[src/rtl/sm_rgb_led_bank.sv]
// Colour-indicator bank: each accepted colour code lights the next RGB LED,
// with a re-trigger hold-off and either auto-clear-when-full or circular overwrite.
module sm_rgb_led_bank #(
    parameter int NUM_LEDS         = 3,
    parameter int HOLDOFF_CYCLES   = 12000,
    parameter int FULL_HOLD_CYCLES = 800000,
    parameter int WRAP             = 0
) (
    input  logic                              clk,
    input  logic                              rst,
    input  logic [1:0]                        color,
    input  logic                              clear,
    output logic [3*NUM_LEDS-1:0]             led_bus,
    output logic [1:0]                        indicator,
    output logic [$clog2(NUM_LEDS+1)-1:0]     count,
    output logic                              full,
    output logic                              busy
);

    localparam int CNT_W  = $clog2(NUM_LEDS + 1);
    localparam int PTR_W  = (NUM_LEDS > 1) ? $clog2(NUM_LEDS) : 1;
    localparam int T_MAX  = (HOLDOFF_CYCLES > FULL_HOLD_CYCLES) ? HOLDOFF_CYCLES : FULL_HOLD_CYCLES;
    localparam int TMR_W  = (T_MAX > 1) ? $clog2(T_MAX) : 1;

    localparam logic [TMR_W-1:0] HOLD_LAST = TMR_W'(HOLDOFF_CYCLES - 1);
    localparam logic [TMR_W-1:0] FULL_LAST = TMR_W'(FULL_HOLD_CYCLES - 1);
    localparam logic [CNT_W-1:0] CNT_FULL  = CNT_W'(NUM_LEDS);
    localparam logic [PTR_W-1:0] PTR_LAST  = PTR_W'(NUM_LEDS - 1);

    typedef enum logic [1:0] {
        IDLE      = 2'd0,
        HOLDOFF   = 2'd1,
        FULL_HOLD = 2'd2
    } state_t;

    state_t             state_reg;
    logic [TMR_W-1:0]   timer_reg;
    logic [PTR_W-1:0]   wr_ptr_reg;
    logic [CNT_W-1:0]   count_reg;
    logic [1:0]         indicator_reg;

    logic               full_now;
    logic               capture_en;
    logic               blank_en;
    logic [2:0]         rgb_next;

    assign full_now = (count_reg == CNT_FULL);

    // A full bank only accepts new colours when overwriting the oldest slot.
    assign capture_en = (state_reg == IDLE) && (color != 2'b00) &&
                        ((WRAP != 0) || !full_now);

    assign blank_en = (state_reg == FULL_HOLD) && (timer_reg == FULL_LAST);

    always_comb begin
        rgb_next = 3'b000;
        case (color)
            2'b01:   rgb_next = 3'b001;
            2'b10:   rgb_next = 3'b100;
            2'b11:   rgb_next = 3'b010;
            default: rgb_next = 3'b000;
        endcase
    end

    always_ff @(posedge clk) begin
        if (rst || clear) begin
            state_reg     <= IDLE;
            timer_reg     <= '0;
            wr_ptr_reg    <= '0;
            count_reg     <= '0;
            indicator_reg <= 2'b00;
        end else begin
            case (state_reg)
                IDLE: begin
                    if (capture_en) begin
                        indicator_reg <= color;
                        if (!full_now) begin
                            count_reg <= count_reg + CNT_W'(1);
                        end
                        if (wr_ptr_reg == PTR_LAST) begin
                            wr_ptr_reg <= '0;
                        end else begin
                            wr_ptr_reg <= wr_ptr_reg + PTR_W'(1);
                        end
                        timer_reg <= '0;
                        state_reg <= HOLDOFF;
                    end
                end
                HOLDOFF: begin
                    if (timer_reg == HOLD_LAST) begin
                        timer_reg <= '0;
                        state_reg <= ((WRAP == 0) && full_now) ? FULL_HOLD : IDLE;
                    end else begin
                        timer_reg <= timer_reg + TMR_W'(1);
                    end
                end
                FULL_HOLD: begin
                    if (blank_en) begin
                        timer_reg     <= '0;
                        count_reg     <= '0;
                        wr_ptr_reg    <= '0;
                        indicator_reg <= 2'b00;
                        state_reg     <= IDLE;
                    end else begin
                        timer_reg <= timer_reg + TMR_W'(1);
                    end
                end
                default: begin
                    state_reg <= IDLE;
                    timer_reg <= '0;
                end
            endcase
        end
    end

    // One register per LED slot; only the slot under the write pointer loads.
    generate
        for (genvar gi = 0; gi < NUM_LEDS; gi++) begin : g_slot
            logic [2:0] slot_reg;

            always_ff @(posedge clk) begin
                if (rst || clear || blank_en) begin
                    slot_reg <= 3'b000;
                end else if (capture_en && (wr_ptr_reg == PTR_W'(gi))) begin
                    slot_reg <= rgb_next;
                end
            end

            assign led_bus[3*gi +: 3] = slot_reg;
        end
    endgenerate

    assign indicator = indicator_reg;
    assign count     = count_reg;
    assign full      = full_now;
    assign busy      = (state_reg != IDLE);

endmodule

[config.mk]
export PLATFORM = sky130hd
export DESIGN_NAME = sm_rgb_led_bank
export DESIGN_NICKNAME = d
export VERILOG_FILES = /design/src/rtl/sm_rgb_led_bank.sv
export SDC_FILE = /design/constraint.sdc
export NUM_CORES = 1
export LEC_CHECK = 0
export CORE_MARGIN = 8
export CORE_UTILIZATION = 58
export CTS_BUF_LIST = sky130_fd_sc_hd__clkbuf_4
export CTS_CLUSTER_DIAMETER = 120
export CTS_CLUSTER_SIZE = 10
export DETAILED_ROUTE_END_ITERATION = 16
export HOLD_SLACK_MARGIN = 0.05
export PLACE_DENSITY = 0.88
export SLEW_MARGIN = 20
export SYNTH_ARGS = -nofsm -noshare
export SYNTH_HDL_FRONTEND = slang
export SYNTH_SLANG_ARGS = --single-unit
[constraint.sdc]
create_clock -name clk -period 2.8 [get_ports clk]
set_clock_uncertainty 0.05 [all_clocks]
set_input_delay 0.56 -clock clk [delete_from_list [all_inputs] [get_ports clk]]
set_output_delay 0.56 -clock clk [all_outputs]
set_load 0.02 [all_outputs]
=== Word level (Yosys, flattened, before mapping) ===
Index checks and enable logic that the tools add are counted.

* Flip-flop bits (word level): 37
* Latch bits: 0
* Output and inout bits: 15
* Memories: 0
* Bits of input ports: 5
* Word-level logic and storage cells: 60
* Memory bits (read-only): 0
* RAM bits: 0

* Reductions and logical operators: 17
* Multiply operators: 0
* Div/mod/pow operators: 0
* Bitwise gates (word level): 0
* Order comparisons: 0
* Mux-type cells: 18
* Eq/ne operators: 14
* Shift operators: 0
* Add/subtract/negate cells: 3

{| class="wikitable"
|+ Operator list
! kind !! number
|-
| 20-bit two-way mux || 3
|-
| 20-bit case mux with 3 select lines || 1
|-
| 20-bit by 1-bit adder with 20-bit output (second input constant) || 1
|-
| 20-bit by 14-bit == test with 1-bit output (second input constant) || 1
|-
| 20-bit == test (second input constant) || 1
|-
| 2-bit two-way mux || 9
|-
| 2-bit case mux with 2 select lines || 3
|-
| 2-bit == test (second input constant) || 5
|-
| 3-bit case mux with 3 select lines || 1
|-
| 2-bit inequality test (second input constant) || 4
|-
| 2-bit by 1-bit == test with 1-bit output (second input constant) || 3
|-
| 1-bit logical AND || 6
|-
| 2-bit case mux with 3 select lines || 1
|-
| 3-bit AND reduction || 2
|-
| 2-bit nonzero test || 3
|-
| 2-bit by 1-bit adder with 2-bit output (second input constant) || 2
|-
| 2-bit zero test || 2
|-
| 4-bit AND reduction || 1
|-
| 1-bit logical OR || 2
|-
| 1-bit zero test || 1
|}

=== Logic depth before layout (Yosys ltp) ===
* Depth after elaboration: 5
* Mapped depth: 8
* Mapped depth without buffers: 7

=== Worst setup path before layout ===
OpenSTA, ideal clock, no wires.

* Path kind: register -> register
* Start point: reg count_reg[0] (netlist: count[0])
* End point: reg timer_reg[19]
* Arrival: 2.189 ns
* Buffers on the path: 0
* Slack: 0.433 ns
* Period minus slack after synthesis: 2.367 ns
* Cell stages (with the launch flop): 7
* Library setup time: 0.128 ns
* Path through: dfxtp_1 -> ha_1 -> o21bai_1 -> a2111oi_1 -> nand4_1 -> xor2_1 -> nor2_1

* Cells in the longest elaborated chain, start to end: 4

{| class="wikitable"
|+ Ends and longest elaborated chain
! element !! line !! text
|-
| start: declaration || 39 || <nowiki>logic [CNT_W-1:0] count_reg;</nowiki>
|-
| start signal: assignment || 78 || <nowiki>count_reg <= count_reg + CNT_W'(1);</nowiki>
|-
| 2-bit == test || 47 || <nowiki>assign full_now = (count_reg == CNT_FULL);</nowiki>
|-
| named net full || 16 || <nowiki>output logic full,</nowiki>
|-
| 1-bit zero test || -- ||
|-
| 1-bit logical AND || 50 || <nowiki>assign capture_en = (state_reg == IDLE) && (color != 2'b00) &&</nowiki>
|-
| 2-bit inequality test (no source line) || -- ||
|-
| end signal: assignment || 94 || <nowiki>timer_reg <= timer_reg + TMR_W'(1);</nowiki>
|-
| end signal: assignment || 105 || <nowiki>timer_reg <= timer_reg + TMR_W'(1);</nowiki>
|-
| end: declaration || 37 || <nowiki>logic [TMR_W-1:0] timer_reg;</nowiki>
|}

The timed path passes the listed nets, and every way through them passes these cells.
A chain may end at the register's enable or synchronous reset.

=== Worst setup path in the final report ===
* Start point: reg timer_reg[15]
* End point: reg timer_reg[10]

* Cells in the longest elaborated chain, start to end: 4
* Elaborated cells on any way between the ends: 6
* Classes of those cells: 2 x eq/ne; 3 x mux; 1 x reduce/logical

{| class="wikitable"
|+ Ends and longest elaborated chain
! element !! line !! text
|-
| 20-bit == test || 53 || <nowiki>assign blank_en = (state_reg == FULL_HOLD) && (timer_reg == FULL_LAST);</nowiki>
|-
| 1-bit logical AND || 53 ||
|-
| 20-bit two-way mux || 98 || <nowiki>if (blank_en) begin</nowiki>
|-
| 20-bit case mux with 3 select lines (*) || 73 || <nowiki>case (state_reg)</nowiki>
|}

Mark *: on every way between the ends. The rest lies on a longest branch, timed or not.

==> results by group <==
Yosys
  • Leading area contributor after synthesis: dfxtp_1
  • Syn_nets: 213
  • Average size of a mapped cell: 9.074 um2
  • Top-count cell post-synth: dfxtp_1
  • Post-synth EDFFs: 0
  • Netlist cell types: 45
  • Mapped cell area: between 1500 and 2000 um2
  • Post-synth ARST share: 0
  • Ranking of synthesized cells by area: dfxtp_1, xor2_1, mux2i_1
  • Synth top area share: 0.4041
  • Ys Warns: 0
  • Main flop type after synthesis: dfxtp_1
  • Post-synthesis register bit count: 37
  • Seq/Total Area, Yosys: 0.4041
  • Synth Instances: just over 200
  • Post-synth top cells: dfxtp_1, nor2_1, nand2_1, xor2_1

Floorplan
  • Die height: between 70 and 80 um
  • Initial Utilization: 0.6054
  • Std cell rows: 20
  • Die Area: between 5000 and 6000 um2
  • DIE WIDTH: ~72 um
  • Core ar.: slightly above 3000 um2
  • IO Pins: 20

STA
  • Final slew viol count: 0
  • Unrepaired setup endpoints after global routing: false
  • Worst-Margin Slew: 864.0 ps
  • Post-route setup TNS: 0 ps
  • Slew headroom: 0.4187
  • Fmax: approximately 400 MHz
  • Hold WS: about 430 ps
  • Fin. Hold Viols: 0
  • Period Utilization, post-route: 0.8895
  • Minimum clock period: ~2500 ps
  • Final setup viols: 0

Drt
  • Routed wire length: ~3700 um
  • Detailed-route via count: 1517
  • Remaining DRCs: 0
  • Drt wl/cell: 13.66 um
  • DR pass1 iterations: 4
  • Starting DRC count in detailed routing: 107
  • Via density per instance: roughly 5.6
  • Routed Antenna Nets: 0

CTS
  • TritonCTS buffer count: 5
  • Post_cts resized: 0
  • TritonCTS clock tree: done
  • Post-CTS Setup Bufs: 0
  • Clock tree sinks: 37
  • Clk_lat worst skew: about 340 ps
  • Cts hold-fix bufs: 0
  • Root Buffer: clkbuf_4
  • Max Buffers Root-to-Sink: 2
  • CTS H-tree lvls: 2
  • Clock-pin slew on the worst setup and hold paths: about 100 ps

Layout
  • NumNets Final: between 200 and 250
  • Share of cells above drive strength 1: 0.1189
  • Final Util: 0.7025
  • N_diodes: 0
  • Post-route cell area: roughly 2100 um2
  • Largest register FFs: 20
  • Synth-to-Final Area Change: 16.04%

Critical path
  • Worst Setup Start Kind: flop
  • R2R Path Start: timer_reg[15]$_SDFFE_PP0P_
  • Critical path required time: 2960 ps
  • Crit. End Element: flop
  • R2R setup slack: 310 ps
  • Worst-path maximum fanout: 16
  • R2R depth: 5
  • WP data arrival: 2650 ps
  • Critical path class: reg -> reg
  • R2r endpoint: timer_reg[10]$_SDFFE_PP0P_

GRT
  • Vias in the first global route: ~1500
  • Initial antenna violation count: 0
  • Gr usage total: 0.1560
  • First-pass GRT wire length: 6465 um
  • Grt total ovfl: 0
  • Layer with the highest usage: met2
  • GR Util met2: 0.2457
  • Grt met1 use: 0.1857
  • GRT met3 Usage: 0.03994
  • Largest net degree at the start of global routing: 17

Placed design
  • Post-DP HPWL: approximately 2800 um
  • PortBufs: 19
  • Placed cell area: 2078 um2
  • Gpl congestion: ~0.83

Hold path
  • WHS Endpoint: indicator[0]$_SDFFE_PP0P_
  • Hold_sp: indicator[0]$_SDFFE_PP0P_
  • Hold path cells: 2
  • Hold WC Path Type: reg -> reg

Status
  • Outcome: finished clean

Pwr
  • Total power: ~0.00090 W
  • Pwr per Cell Area: ~420 nW/um2
  • Peak supply drop: 0.2974 mV
  • Lkg Pwr: between 0.7 and 0.8 nW

Run
  • # Max-Cap Violations: 0
-- critical path, stage by stage (launching register included) --
cell and delay [ps]:
dfxtp_1 360, or4b_4 570, nor4b_4 370, a21oi_2 170, o31ai_4 730, nor2_1 120
-- final cells by class --
| type | count | area, um2 |
|---|---|---|
| Multi-Input combinational cell | 158 | 1059 |
| Fill cell | 247 | 900.9 |
| Sequential cell | 37 | 740.7 |
| Timing Repair Buffer | 22 | 212.7 |
| Tap cell | 44 | 55.05 |
| Clock buffer | 6 | 45.04 |
| Inverter | 3 | 11.26 |
| Clock inverter | 1 | 3.754 |
-- logic make-up (layout without fill, tap and decap cells) --
| logic type | count (synthesis) | count (layout) | synth area share |
|---|---|---|---|
| AND/OR/NAND/NOR | 97 | 97 | 0.2928 |
| XOR/XNOR | 16 | 16 | 0.07645 |
| flip-flops | 37 | 37 | 0.4041 |
| AO/OA/AOI/OAI | 28 | 28 | 0.1072 |
| buffers and inverters | 7 | 32 | 0.01843 |
| adder cells (fa/ha/maj) | 6 | 6 | 0.04095 |
| multiplexers | 11 | 11 | 0.06007 |
-- worst max-delay path by stage --
stage                                          start                         end  slack, ps  depth (start not counted)
final                     timer_reg[15]$_SDFFE_PP0P_  timer_reg[10]$_SDFFE_PP0P_        310                          5
after global routing      timer_reg[15]$_SDFFE_PP0P_  timer_reg[11]$_SDFFE_PP0P_        120                          5
after CTS                 timer_reg[15]$_SDFFE_PP0P_  timer_reg[10]$_SDFFE_PP0P_        320                          5
after detailed placement                    color[0]  timer_reg[10]$_SDFFE_PP0P_        120                          5
after global placement                      color[0]  timer_reg[18]$_SDFFE_PP0P_        190                          6
after floorplan                count[0]$_SDFFE_PP0P_  timer_reg[19]$_SDFFE_PP0P_        430                          6
-- report_power, final --
part	leakage (nW)	switching (W)	total, W	internal [W]
Combinational	0.424	0.0000547	0.0000930	0.0000383
Sequential	0.299	0.00000441	0.000537	0.000533
Clock	0.0292	0.000166	0.000267	0.000101
-- metrics by stage --
| stage | instances | worst slack, ps |
|---|---|---|
| 3_5_place_dp | 264 | 118.7 |
| 6_report | 271 | 309.4 |
| 2_1_floorplan | 202 | 432.7 |
| 3_3_place_gp | 264 | 193.8 |
| 5_1_grt | 271 | 124.6 |
| 4_1_cts | 271 | 317.3 |
-- layout by cell type, fill, tap and decap left out, types with 2 or more instances in the layout --
cell	instances
dfxtp_1	37
nor2_1	22
nand2_1	21
clkdlybuf4s50_1	19
xor2_1	13
nand3_1	11
mux2i_1	11
a21oi_1	9
o21ai_0	7
nor2_2	7
ha_1	6
clkbuf_4	6
nand3b_1	5
nand4_1	4
inv_1	3
nor3_1	3
nor4_1	3
xnor2_1	3
and2_1	3
buf_4	3
or2_2	2
nor2b_1	2
a21oi_2	2
nand2b_1	2
-- metal layers --
layer	routed length, um	share of wire
met5	0	0
met1	1697	0.46
met3	176	0.048
met2	1741	0.47
met4	86	0.023
Note: power is estimated with default switching activity, not from simulation.
